`src/rtl/fetch_sequencer.sv`:
```
// Fetch controller: owns the PC, fetches over a req/ready port, issues one word at a time,
// applies branch/jump redirects on consume, counts retirements and flags fetch timeouts.
module fetch_sequencer #(
  parameter int unsigned           ADDR_W   = 32,
  parameter logic [ADDR_W-1:0]     RESET_PC = '0,
  parameter int unsigned           TIMEOUT  = 16
) (
  input  logic              clk,
  input  logic              rst,
  input  logic              en,
  input  logic              stall,
  input  logic              branch_trig,
  input  logic [ADDR_W-1:0] branch_off,
  input  logic              jump,
  input  logic [ADDR_W-1:0] jump_adr,
  output logic              imem_req,
  output logic [ADDR_W-1:0] imem_adr,
  input  logic              imem_ready,
  input  logic [31:0]       imem_rdata,
  output logic [31:0]       instr,
  output logic              instr_valid,
  output logic [ADDR_W-1:0] pc_out,
  output logic [31:0]       retired_cnt,
  output logic              busy,
  output logic              err
);

  typedef enum logic [1:0] {
    S_IDLE  = 2'd0,
    S_FETCH = 2'd1,
    S_ISSUE = 2'd2
  } state_t;

  localparam int unsigned       CNT_W     = (TIMEOUT > 1) ? $clog2(TIMEOUT) : 1;
  localparam logic [CNT_W-1:0]  LAST_WAIT = CNT_W'((TIMEOUT == 0) ? 0 : TIMEOUT - 1);

  state_t            r_state;
  logic [ADDR_W-1:0] r_pc;
  logic [31:0]       r_instr;
  logic [31:0]       r_retired;
  logic [CNT_W-1:0]  r_wait;
  logic              r_req;
  logic              r_valid;
  logic              r_busy;
  logic              r_err;

  logic              w_timeout;
  logic [ADDR_W-1:0] w_next_pc;

  assign w_timeout = (TIMEOUT != 0) && (r_wait == LAST_WAIT);

  // Branch outranks jump when both are asserted on the consuming cycle.
  assign w_next_pc = branch_trig ? (r_pc + ADDR_W'(1) + branch_off) :
                     jump        ? jump_adr :
                                   (r_pc + ADDR_W'(1));

  always_ff @(posedge clk) begin
    if (rst) begin
      r_state   <= S_IDLE;
      r_pc      <= RESET_PC;
      r_instr   <= '0;
      r_retired <= '0;
      r_wait    <= '0;
      r_req     <= 1'b0;
      r_valid   <= 1'b0;
      r_busy    <= 1'b0;
      r_err     <= 1'b0;
    end else begin
      case (r_state)
        S_IDLE: begin
          if (en && !r_err) begin
            r_state <= S_FETCH;
            r_req   <= 1'b1;
            r_busy  <= 1'b1;
            r_wait  <= '0;
          end
        end
        S_FETCH: begin
          // A word arriving on the last allowed cycle still counts as a hit.
          if (imem_ready) begin
            r_instr <= imem_rdata;
            r_state <= S_ISSUE;
            r_req   <= 1'b0;
            r_valid <= 1'b1;
          end else if (w_timeout) begin
            r_err   <= 1'b1;
            r_state <= S_IDLE;
            r_req   <= 1'b0;
            r_busy  <= 1'b0;
          end else begin
            r_wait <= r_wait + CNT_W'(1);
          end
        end
        S_ISSUE: begin
          if (!stall) begin
            r_retired <= r_retired + 32'd1;
            r_pc      <= w_next_pc;
            r_valid   <= 1'b0;
            if (en) begin
              r_state <= S_FETCH;
              r_req   <= 1'b1;
              r_wait  <= '0;
            end else begin
              r_state <= S_IDLE;
              r_busy  <= 1'b0;
            end
          end
        end
        default: begin
          r_state <= S_IDLE;
          r_req   <= 1'b0;
          r_valid <= 1'b0;
          r_busy  <= 1'b0;
        end
      endcase
    end
  end

  assign imem_req    = r_req;
  assign imem_adr    = r_pc;
  assign pc_out      = r_pc;
  assign instr       = r_instr;
  assign instr_valid = r_valid;
  assign retired_cnt = r_retired;
  assign busy        = r_busy;
  assign err         = r_err;

endmodule

```
`config.mk`:
```
export PLATFORM = sky130hd
export DESIGN_NAME = fetch_sequencer
export DESIGN_NICKNAME = d
export VERILOG_FILES = /design/src/rtl/fetch_sequencer.sv
export SDC_FILE = /design/constraint.sdc
export NUM_CORES = 1
export LEC_CHECK = 0
export CORE_MARGIN = 1.5
export CORE_UTILIZATION = 42
export CTS_BUF_LIST = sky130_fd_sc_hd__clkbuf_16
export CTS_CLUSTER_SIZE = 16
export DETAILED_ROUTE_END_ITERATION = 16
export GPL_TIMING_DRIVEN = 0
export PLACE_DENSITY_LB_ADDON = 0.25
export SLEW_MARGIN = 10
export SYNTH_ARGS = -nofsm -noshare
export SYNTH_HDL_FRONTEND = slang
export SYNTH_SLANG_ARGS = --single-unit
```
`constraint.sdc`:
```
create_clock -name clk -period 3.32 [get_ports clk]
set_input_delay 0.664 -clock clk [delete_from_list [all_inputs] [get_ports clk]]
set_output_delay 0.664 -clock clk [all_outputs]
set_load 0.1 [all_outputs]
```
==> impl_results.md <==
- Final Instance Area: 10,900 um^2
- Synth Area per Inst: 7.75 um^2
- Clk root buf: clkbuf_16
- Crit. Startpoint: imem_adr[3]
- Ys flop type: dfxtp_1
- Maximum vdd drop: 323 uV
- Non-Filler Instances: 1,422
- WHS Path Cells: 2
- Deepest clock path buffer count: 2
- Reg2Reg Capture Point: imem_adr[29]
- Fin Setup TNS: -1.41 ns
- Layout Nets: 1,342
- Setup crit start kind: flip-flop
- Largest net degree at the start of global routing: 20
- Row Count: 47
- GP Congestion: 0.924
- Period utilisation layout: 1.07
- Detailed Routing Iterations Pass 1: 5
- DPL Wire Length: 17.3 mm
- Total gr overflow: 0
- Routed WL: roughly 24 mm
- Crit path time final: 3.55 ns
- Register-to-Register Path Depth: 15
- CTS Sinks: 106
- Hold path endpoint: instr[21]
- Die Wd: 132 um
- DRT iter0 DRCs: approximately 490
- Clock Skew: 0.00805 ns
- Max Freq: around 280 MHz
- Worst r2r src: imem_adr[3]
- CP Class: flip-flop to flip-flop
- Max cap viols: 0
- Yosys cell types: 60
- Syn_nets: between 1,000 and 1,500
- First-pass GRT wire length: 35.7 mm
- Setup ws final: -0.234 ns
- Area Growth Syn to Fin: 54.7%
- Cells after Synth: between 900 and 1,000
- Antenna diode count: 0
- Worst-Margin Slew: 1.06 ns
- CP required: approximately 3.5 ns
- Layout cells sized above 1: 0.170
- Status: complete, but fails checks
- Worst Hold Margin: between 0.4 and 0.5 ns
- Mapped Area: 7030 um^2
- Most common cell after layout, fill and taps aside: clkdlybuf4s50_1
- Core footprint: about 16,000 um^2
- Flop-to-flop setup slack: -0.23 ns
- Wire per inst: 17.0 um
- Most frequent cells in the layout: 232 x clkdlybuf4s50_1, 115 x nand2_1, 100 x nor2_1, 85 x dfxtp_1, 83 x a21oi_1
- Antenna Violating Nets Remaining: 0
- Residual DRC: 0
- Failing checks: negative setup slack
- Initial Util: 0.427
- EDFF count, synth: 0
- Critical path arrival: 3.77 ns
- I/O pins: 235
- Utilization after layout: 0.661
- FF+latch count, synth: ~110
- Hold_sp: instr[21]
- Antenna violations before repair: 0
- Slew margin rel.: 0.292
- H-tree levels: 3
- Seq/Total Area, Yosys: 0.302
- Final setup viols: 10
- Yosys warns: 0
- Number of global-route vias before repair: 6,883
- P_leak: 0.00436 uW
- Final Max Slew Viols: 0
- Port bufs: 232
- DP Cell Count: 1,360
- Drt via density: 5.39
- Cts bufs inserted: 9
- Crit. End Element: flip-flop
- All-Layer GR Usage: 0.254
- Hold Path Class: flip-flop to flip-flop
- Die area: 17,500 um^2
- Clock transition at the registers of the reported paths: approximately 0.07 ns
- Power density over cell area: 308 nW/um^2
- RSZ-0062 raised after global routing: yes
- Post-CTS Hold Buffers: 0
- CTS tree: built
- Area after DPL: between 9000 and 10,000 um^2
- Die Ht: 132 um
- DR vias: 7,664
- Worst-path maximum fanout: 6
- Hold Fails Final Rpt: 0
- Async SR Flop Fraction: 0
- Clk_lat worst skew: 0.36 ns
[layout make-up]
type                            count  area (um^2)
Fill cell                        1388         5590
Multi-Input combinational cell    705         4950
Tap cell                          220          275
Clock inverter                      7         60.1
Sequential cell                   106         2180
Inverter                           21         78.8
Clock buffer                        9          225
Buffer                             73          395
Timing Repair Buffer              281         2710
[what timing repair did]
action                     CTS  global route
setup buffers               15            34
gates resized for setup     17            69
setup endpoints to repair   14            17
pin swaps                   18            40
[cell families after synthesis]
kind of cell,Yosys count,synth area share
compound gates,226,0.200
xor+xnor,88,0.110
fa+ha+maj,42,0.0758
buf+inv,97,0.0690
flops,106,0.302
mux,27,0.0390
simple gates,322,0.205
[stage by stage]
stage	total power, uW	worst slack, ns
6_report	3350	-0.234
5_1_grt	3480	-0.368
4_1_cts	3300	-0.122
3_5_place_dp	2250	-0.492
3_3_place_gp	2240	-0.497
2_1_floorplan	1950	-0.181
[where the power goes]
part / leakage, uW / internal [uW] / total [uW] / switching, uW
registers: 0.000872 / 1300 / 1330 / 30.6
logic: 0.00335 / 358 / 974 / 615
clock network: 0.000138 / 525 / 1050 / 527
total: 0.00436 / 2180 / 3350 / 1170
[per-layer routing]
| layer | wire length (um) | vias to the layer above | track usage |
|---|---|---|---|
| met3 | 1750 | 45 | 0.0418 |
| met4 | 569 | 0 | 0.0836 |
| met2 | 11500 | 325 | 0.426 |
| li1 | - | 3714 | - |
| met5 | 0 | - | 0 |
| met1 | 10400 | 3580 | 0.334 |
[worst max path at each step]
stage,cells past startpoint,endpoint,slack [ns]
after detailed placement,13,imem_adr[27],-0.49
after floorplan,14,imem_adr[31],-0.18
after global routing,15,imem_adr[31],-0.37
after global placement,13,imem_adr[27],-0.50
after CTS,15,imem_adr[28],-0.12
final,15,imem_adr[29],-0.23
[registers in the layout, summed over array words and instances, names as in the netlist]
register	count
imem_req	1
r_state	2
instr_valid	1
instr	32
err	1
imem_adr	32
retired_cnt	32
busy	1
r_wait	4
[synth_stat cells (15+ instances only)]
| cell type | instances | share of area |
|---|---|---|
| ha_1 | 41 | 0.073 |
| inv_1 | 21 | 0.011 |
| a211oi_1 | 19 | 0.020 |
| a21oi_1 | 92 | 0.065 |
| nor2_1 | 104 | 0.055 |
| dfxtp_1 | 106 | 0.30 |
| nand2_1 | 118 | 0.063 |
| xor2_1 | 48 | 0.060 |
| mux2i_1 | 24 | 0.034 |
| xnor2_1 | 40 | 0.050 |
| buf_4 | 32 | 0.034 |
| a21o_1 | 15 | 0.016 |
| o21ai_0 | 46 | 0.033 |
| clkbuf_1 | 38 | 0.020 |
| nand3_1 | 35 | 0.025 |
[worst max-delay path: stages (launching register included)]
cell	delay, ns
dfxtp_4	0.40
nand4_1	0.20
nor3_4	0.40
nand2_2	0.15
xnor2_4	0.17
ha_4	0.18
a21o_1	0.18
a21o_1	0.17
a221o_1	0.33
a221o_1	0.33
a31oi_4	0.21
buf_12	0.14
o31a_4	0.16
o21ai_1	0.09
xnor2_1	0.21
o22ai_1	0.11
No activity file was read; power rests on OpenSTA's default activity.
==> patch 1 (same settings) <==
Re-encode `state_t` (3 states) as one-hot, 3 bits wide.
--- a/src/rtl/fetch_sequencer.sv
+++ b/src/rtl/fetch_sequencer.sv
@@ -25,10 +25,10 @@
   output logic              err
 );
 
-  typedef enum logic [1:0] {
-    S_IDLE  = 2'd0,
-    S_FETCH = 2'd1,
-    S_ISSUE = 2'd2
+  typedef enum logic [2:0] {
+    S_IDLE  = 3'b001,
+    S_FETCH = 3'b010,
+    S_ISSUE = 3'b100
   } state_t;
 
   localparam int unsigned       CNT_W     = (TIMEOUT > 1) ? $clog2(TIMEOUT) : 1;
Check against the original RTL: no difference found for any inputs over 4 cycles, from zero or initial values and one cycle with rst high; so few cycles prove little.
==> patch 1 against the unedited design <==
  * The flow still finishes with violations (negative setup slack)
  * Wire length increased by 7.0%
  * Count of clock-buffer cells in the layout unchanged
  * First-iteration DRC count increased by 11%
  * Synthesized area increased by 5.6%
  * Setup slack improved by 0.045 ns
  * Total power decreased by 0.89%
  * Design area increased by 5.6%
  * Sequential cell count increased by 1
  * Critical endpoint is now imem_adr[28]
==> patch 1: results (changes against the unedited design) <==
worst_setup_path:
  critPathMaxStageDelay_ns: 0.38  # -0.02 ns
  cp_data_arrival_time_ns: 3.72  # -0.05 ns
  crit_path_max_fanout: 5  # -1
  rr_worst_depth: 16  # +1
  cp_slowest_cell: "dfxtp_4"
  crit_family: "compound AO/OA/AOI/OAI gates"
global_routing:
  grt_pass1_vias: 7424  # +7.9%
  grt_antenna_before_repair: 0  # unchanged
  grt_first_pass_wirelength_mm: 38.2  # +6.9%
  grt_usage: 0.262  # +0.00725
  grt_max_degree: 20  # unchanged
placement:
  place_congestion: 0.922  # -0.17%
  dpl.hpwl_mm: 18.5  # +7.4%
  port-buffer-count: 231  # -0.43%
  pre_cts_slack_ns: -0.700  # -0.208 ns
  placed_area_um2: 10200  # +5.0%
timing:
  final-setup-viol-count: 7  # -3
  worst_slack_ns: -0.189  # +0.0453 ns
  clock_skew_ns: 0.00727  # -0.000781 ns
  worst-slew-pin-transition_ns: 1.03  # -0.0313 ns
pwr:
  ir_worst_vdd_mv: 0.300  # -6.9%
  leakage_uw: 0.00445  # +1.9%
route:
  wirelength_mm: 25.9  # +7.0%
  vias: 8207  # +7.1%
  drtIter0Drc: 543  # +11%
  drt_first_pass_iters: 7  # +2
outcome:
  status: "complete, but fails checks"
  violations: "negative setup slack"
clocking:
  clk_pin_slew_ns: 0.08
  worstSkewPairLatency_ns: 0.35
  ctsHtreeMaxLevel: 3  # unchanged
  cts_made_buffers: 9  # unchanged
  cts-root-buf: "clkbuf_16"
  clock_tree.buffer_depth: 2  # unchanged
min_path:
  hold_path_depth: 2  # unchanged
  hp-class: "flip-flop to flip-flop"
layout:
  antennaDiodeCount: 0  # unchanged
  final_net_count: 1408  # +4.9%
  drive_gt1_frac: 0.195  # +0.0251
synth:
  synthTopCellsByCount: "nand2_1, nor2_1, dfxtp_1, a21oi_1, xnor2_1"
  synthArstFlopShare: 0  # unchanged
  synth_ff_type: "dfxtp_1"
  syn-num-nets: 1111  # +5.5%
  ys_types: 71  # +18%
  yosysSeqAreaShare: 0.288  # -0.0134
  synth_area_leaders: "dfxtp_1, nand2_1, ha_1"
  yosysWarnings: 0  # unchanged
[patch 1: stage by stage]
stage          hold WS, ns  setup TNS [ns]  total power [uW]  utilization  cells
2_1_floorplan        0.446          -0.477              1950            -    966
3_5_place_dp         0.446           -5.49              2250        0.591   1422
5_1_grt              0.475           -1.85              3440        0.664   1493
6_report             0.456          -0.668              3320        0.664   1493
4_1_cts              0.455          -0.592              3300        0.626   1456
3_3_place_gp         0.441           -5.70              2240        0.591   1422
[patch 1: cell type report]
cell class                 instances  area, um2
fill                            1487       5810
tap                              225        282
sequential                       107       2220
multi-input combinational        769       5430
clock buffer                       9        225
inverter                          16       60.1
timing repair buffer             288       2760
buffer                            72        450
clock inverter                     7       57.6
[patch 1: repair_timing]
| item | CTS | global route |
|---|---|---|
| setup endpoints to repair | 15 | 16 |
| endpoints found under the hold margin | 0 | 0 |
| gates resized for setup | 36 | 70 |
| pin swaps | 28 | 49 |
| hold buffers | 0 | 0 |
| buffers inserted | 20 | 38 |
[patch 1: power breakdown]
group          internal [uW]  leakage (uW)  total, uW  switching (uW)
logic                    338       0.00342        927             589
registers               1310      0.000883       1340            32.2
clock network            524      0.000141       1050             527
total                   2170       0.00445       3320            1150
[patch 1: cell families (layout without fill, tap and decap cells)]
group                      count (synthesis)  in the layout  synth area share
and+or+nand+nor                          393            393             0.251
muxes                                     27             27            0.0367
DFF                                      107            107             0.288
buffers and inverters                     90            392            0.0699
xor gates and xnor gates                  80             80            0.0953
AOI/OAI and AO/OA                        227            227             0.187
adders and majority gates                 42             42            0.0717
[patch 1: path summary, 6_finish.rpt]
path | startpoint | endpoint | slack (ns)
max | imem_adr[0] | imem_adr[28] | -0.19
min | instr[25] | instr[25] | 0.46
max reg2reg | imem_adr[0] | imem_adr[28] | -0.19
min reg2reg | instr[25] | instr[25] | 0.46
[patch 1: worst reg2reg max path: stages, from the launching register on]
cell	delay, ns
dfxtp_4	0.38
and3_4	0.22
nand4_4	0.16
buf_6	0.17
nor3_4	0.17
nand2_2	0.14
xnor2_4	0.28
ha_4	0.26
a21o_1	0.20
a21oi_2	0.16
nand4bb_1	0.13
a21o_1	0.23
a31oi_4	0.19
o21ai_2	0.10
a221o_1	0.38
a2bb2oi_2	0.15
o41ai_2	0.08
[patch 1: layer usage]
layer	up-vias	track usage	part of all wire
li1	3955	-	-
met1	3825	0.356	0.44
met2	377	0.427	0.47
met3	50	0.0377	0.070
met4	0	0.0798	0.025
met5	-	0	0
==> patch 2 (config.mk and constraints unchanged) <==
Made on the original files. The parameter `TIMEOUT` goes from 16 to 8.
--- a/src/rtl/fetch_sequencer.sv
+++ b/src/rtl/fetch_sequencer.sv
@@ -3,7 +3,7 @@
 module fetch_sequencer #(
   parameter int unsigned           ADDR_W   = 32,
   parameter logic [ADDR_W-1:0]     RESET_PC = '0,
-  parameter int unsigned           TIMEOUT  = 16
+  parameter int unsigned           TIMEOUT  = 8
 ) (
   input  logic              clk,
   input  logic              rst,
Function: same outputs for any inputs over 4 cycles, from zero or initial values and one cycle with rst high; that may be too few to reach the edited logic, so the function may still have changed.
==> patch 2 against the unedited design <==
  * The run still ends with negative setup slack left
  * Sequential cell count is 1 lower
  * Final cell count grew 3.1%
  * First-iteration DRC count grew 25%
  * Global-route usage increased by 1.5 points
  * Total power increased by 1.6%
  * Via count grew 6.7%
  * Wire length increased by 9.3%
  * Maximum frequency is 2.6% higher
  * Setup slack gained 0.091 ns
  * Synthesized area is 5.1% higher
  * Design area grew 4.8%
  * Combinational power is 4.5% lower
  * Critical path type unchanged
  * Highest routed layer unchanged
==> patch 2: results (changes against the unedited design) <==
synth:
  synthAdderAreaFrac: 0.0738  # -0.00196
  ys_types: 76  # +27%
  synth_area_leaders: "dfxtp_1, ha_1, nand2_1"
  synth_mux_area_frac: 0.0344  # -0.00459
  syn-num-nets: 1094  # +3.9%
  yosysSeqAreaShare: 0.284  # -0.0173
  synth_compound_area_frac: 0.193  # -0.00678
  synthTopCellsByCount: "nand2_1, dfxtp_1, a21oi_1, nor2_1, ha_1"
  synthXorXnorAreaFrac: 0.0970  # -0.0126
placement:
  placed_area_um2: 10100  # +4.2%
  dpl.hpwl_mm: 19.1  # +10%
layout:
  nFillCells: 1464  # +5.5%
  drive_gt1_frac: 0.189  # +0.0196
  final_net_count: 1382  # +3.0%
timing:
  relSlewSlack: 0.290  # -0.00250
  clock_skew_ns: 0.00576  # -0.00229 ns
  whs_ns: 0.455  # +0.00167 ns
  final-setup-viol-count: 5  # -5
  worst_slack_ns: -0.143  # +0.0912 ns
outcome:
  violations: "negative setup slack"
  status: "complete, but fails checks"
global_routing:
  met1_usage: 0.354  # +0.0205
  grt_max_degree: 21  # +5.0%
  grt_first_pass_wirelength_mm: 39.4  # +10%
  grt_util_met3: 0.0527  # +0.0110
  grt_pass1_vias: 7658  # +11%
  grtUsageMet2: 0.442  # +0.0155
pwr:
  leakage_uw: 0.00444  # +1.7%
  clk-power_uw: 1170  # +11%
  power_density_nw_per_um2: 299  # -3.1%
  switching_power_uw: 1170  # +0.14%
  ir_worst_vdd_mv: 0.295  # -8.5%
  pg_seq_uw: 1300
route:
  wl_per_cell_um: 18.1  # +6.0%
  wl_met2_mm: 12.4  # +7.8%
  vias: 8179  # +6.7%
  drtIter0Drc: 608  # +25%
  met1_length_mm: 11.1  # +7.6%
worst_setup_path:
  crit_family: "simple AND/OR/NAND/NOR gates"
  cp_data_arrival_time_ns: 3.74  # -0.03 ns
  cp_slowest_cell: "or3_4"
  crit_path_max_fanout: 4  # -2
die:
  dieArea_um2: 18400  # +5.0%
## patch 2: changes by cell type after synthesis, moves of 6 or more
cell and delta:
nand2_1 +18, o21ai_1 +6, o21ai_0 -14, inv_1 -9, a211oi_1 -9, nor2_1 -12
or3_1 +7, nand3_1 -10, nor3_1 +14, xor2_1 -8
## patch 2: path summary, 6_finish.rpt
check                                  from            to  depth (start not counted)
worst max-delay path            imem_adr[1]  imem_adr[31]                         17
worst min-delay path              instr[13]     instr[13]                          2
worst max register to register  imem_adr[1]  imem_adr[31]                         17
worst min register to register    instr[13]     instr[13]                          2
## patch 2: layout make-up
class,count,share of cell area
inverters,12,0.00395
plain buffers,74,0.0364
flip-flops and latches,105,0.192
clock buffers,9,0.0197
clock inverters,7,0.00812
multi-input cells,753,0.476
well taps,225,0.0247
repair buffers,281,0.239
## patch 2: worst register-to-register path, stage by stage (launching register included)
cell and delay, ns:
dfxtp_4 0.39, and4_4 0.25, nor3b_4 0.28, buf_6 0.15, nand4_1 0.12, xnor2_2 0.21
buf_4 0.16, ha_4 0.17, a21oi_2 0.14, o21ai_2 0.08, or3_4 0.40, o311a_4 0.35
buf_4 0.14, buf_6 0.11, nor2_4 0.10, o21ai_4 0.07, and3b_1 0.19, nor3_2 0.10
## patch 2: through the flow
step	TNS (ns)	utilization	cells	setup slack, ns
global route	-1.92	0.662	1466	-0.244
finish	-0.443	0.662	1466	-0.143
floorplan	-0.407	-	948	-0.212
CTS	-1.06	0.626	1442	-0.237
global placement	-5.61	0.589	1405	-0.685
detailed placement	-5.86	0.589	1405	-0.703
## patch 2: what timing repair did
action,4_1_cts,5_1_grt
resized for setup,31,77
endpoints found under the setup margin,15,18
buffers inserted,22,27
pin swaps,16,51
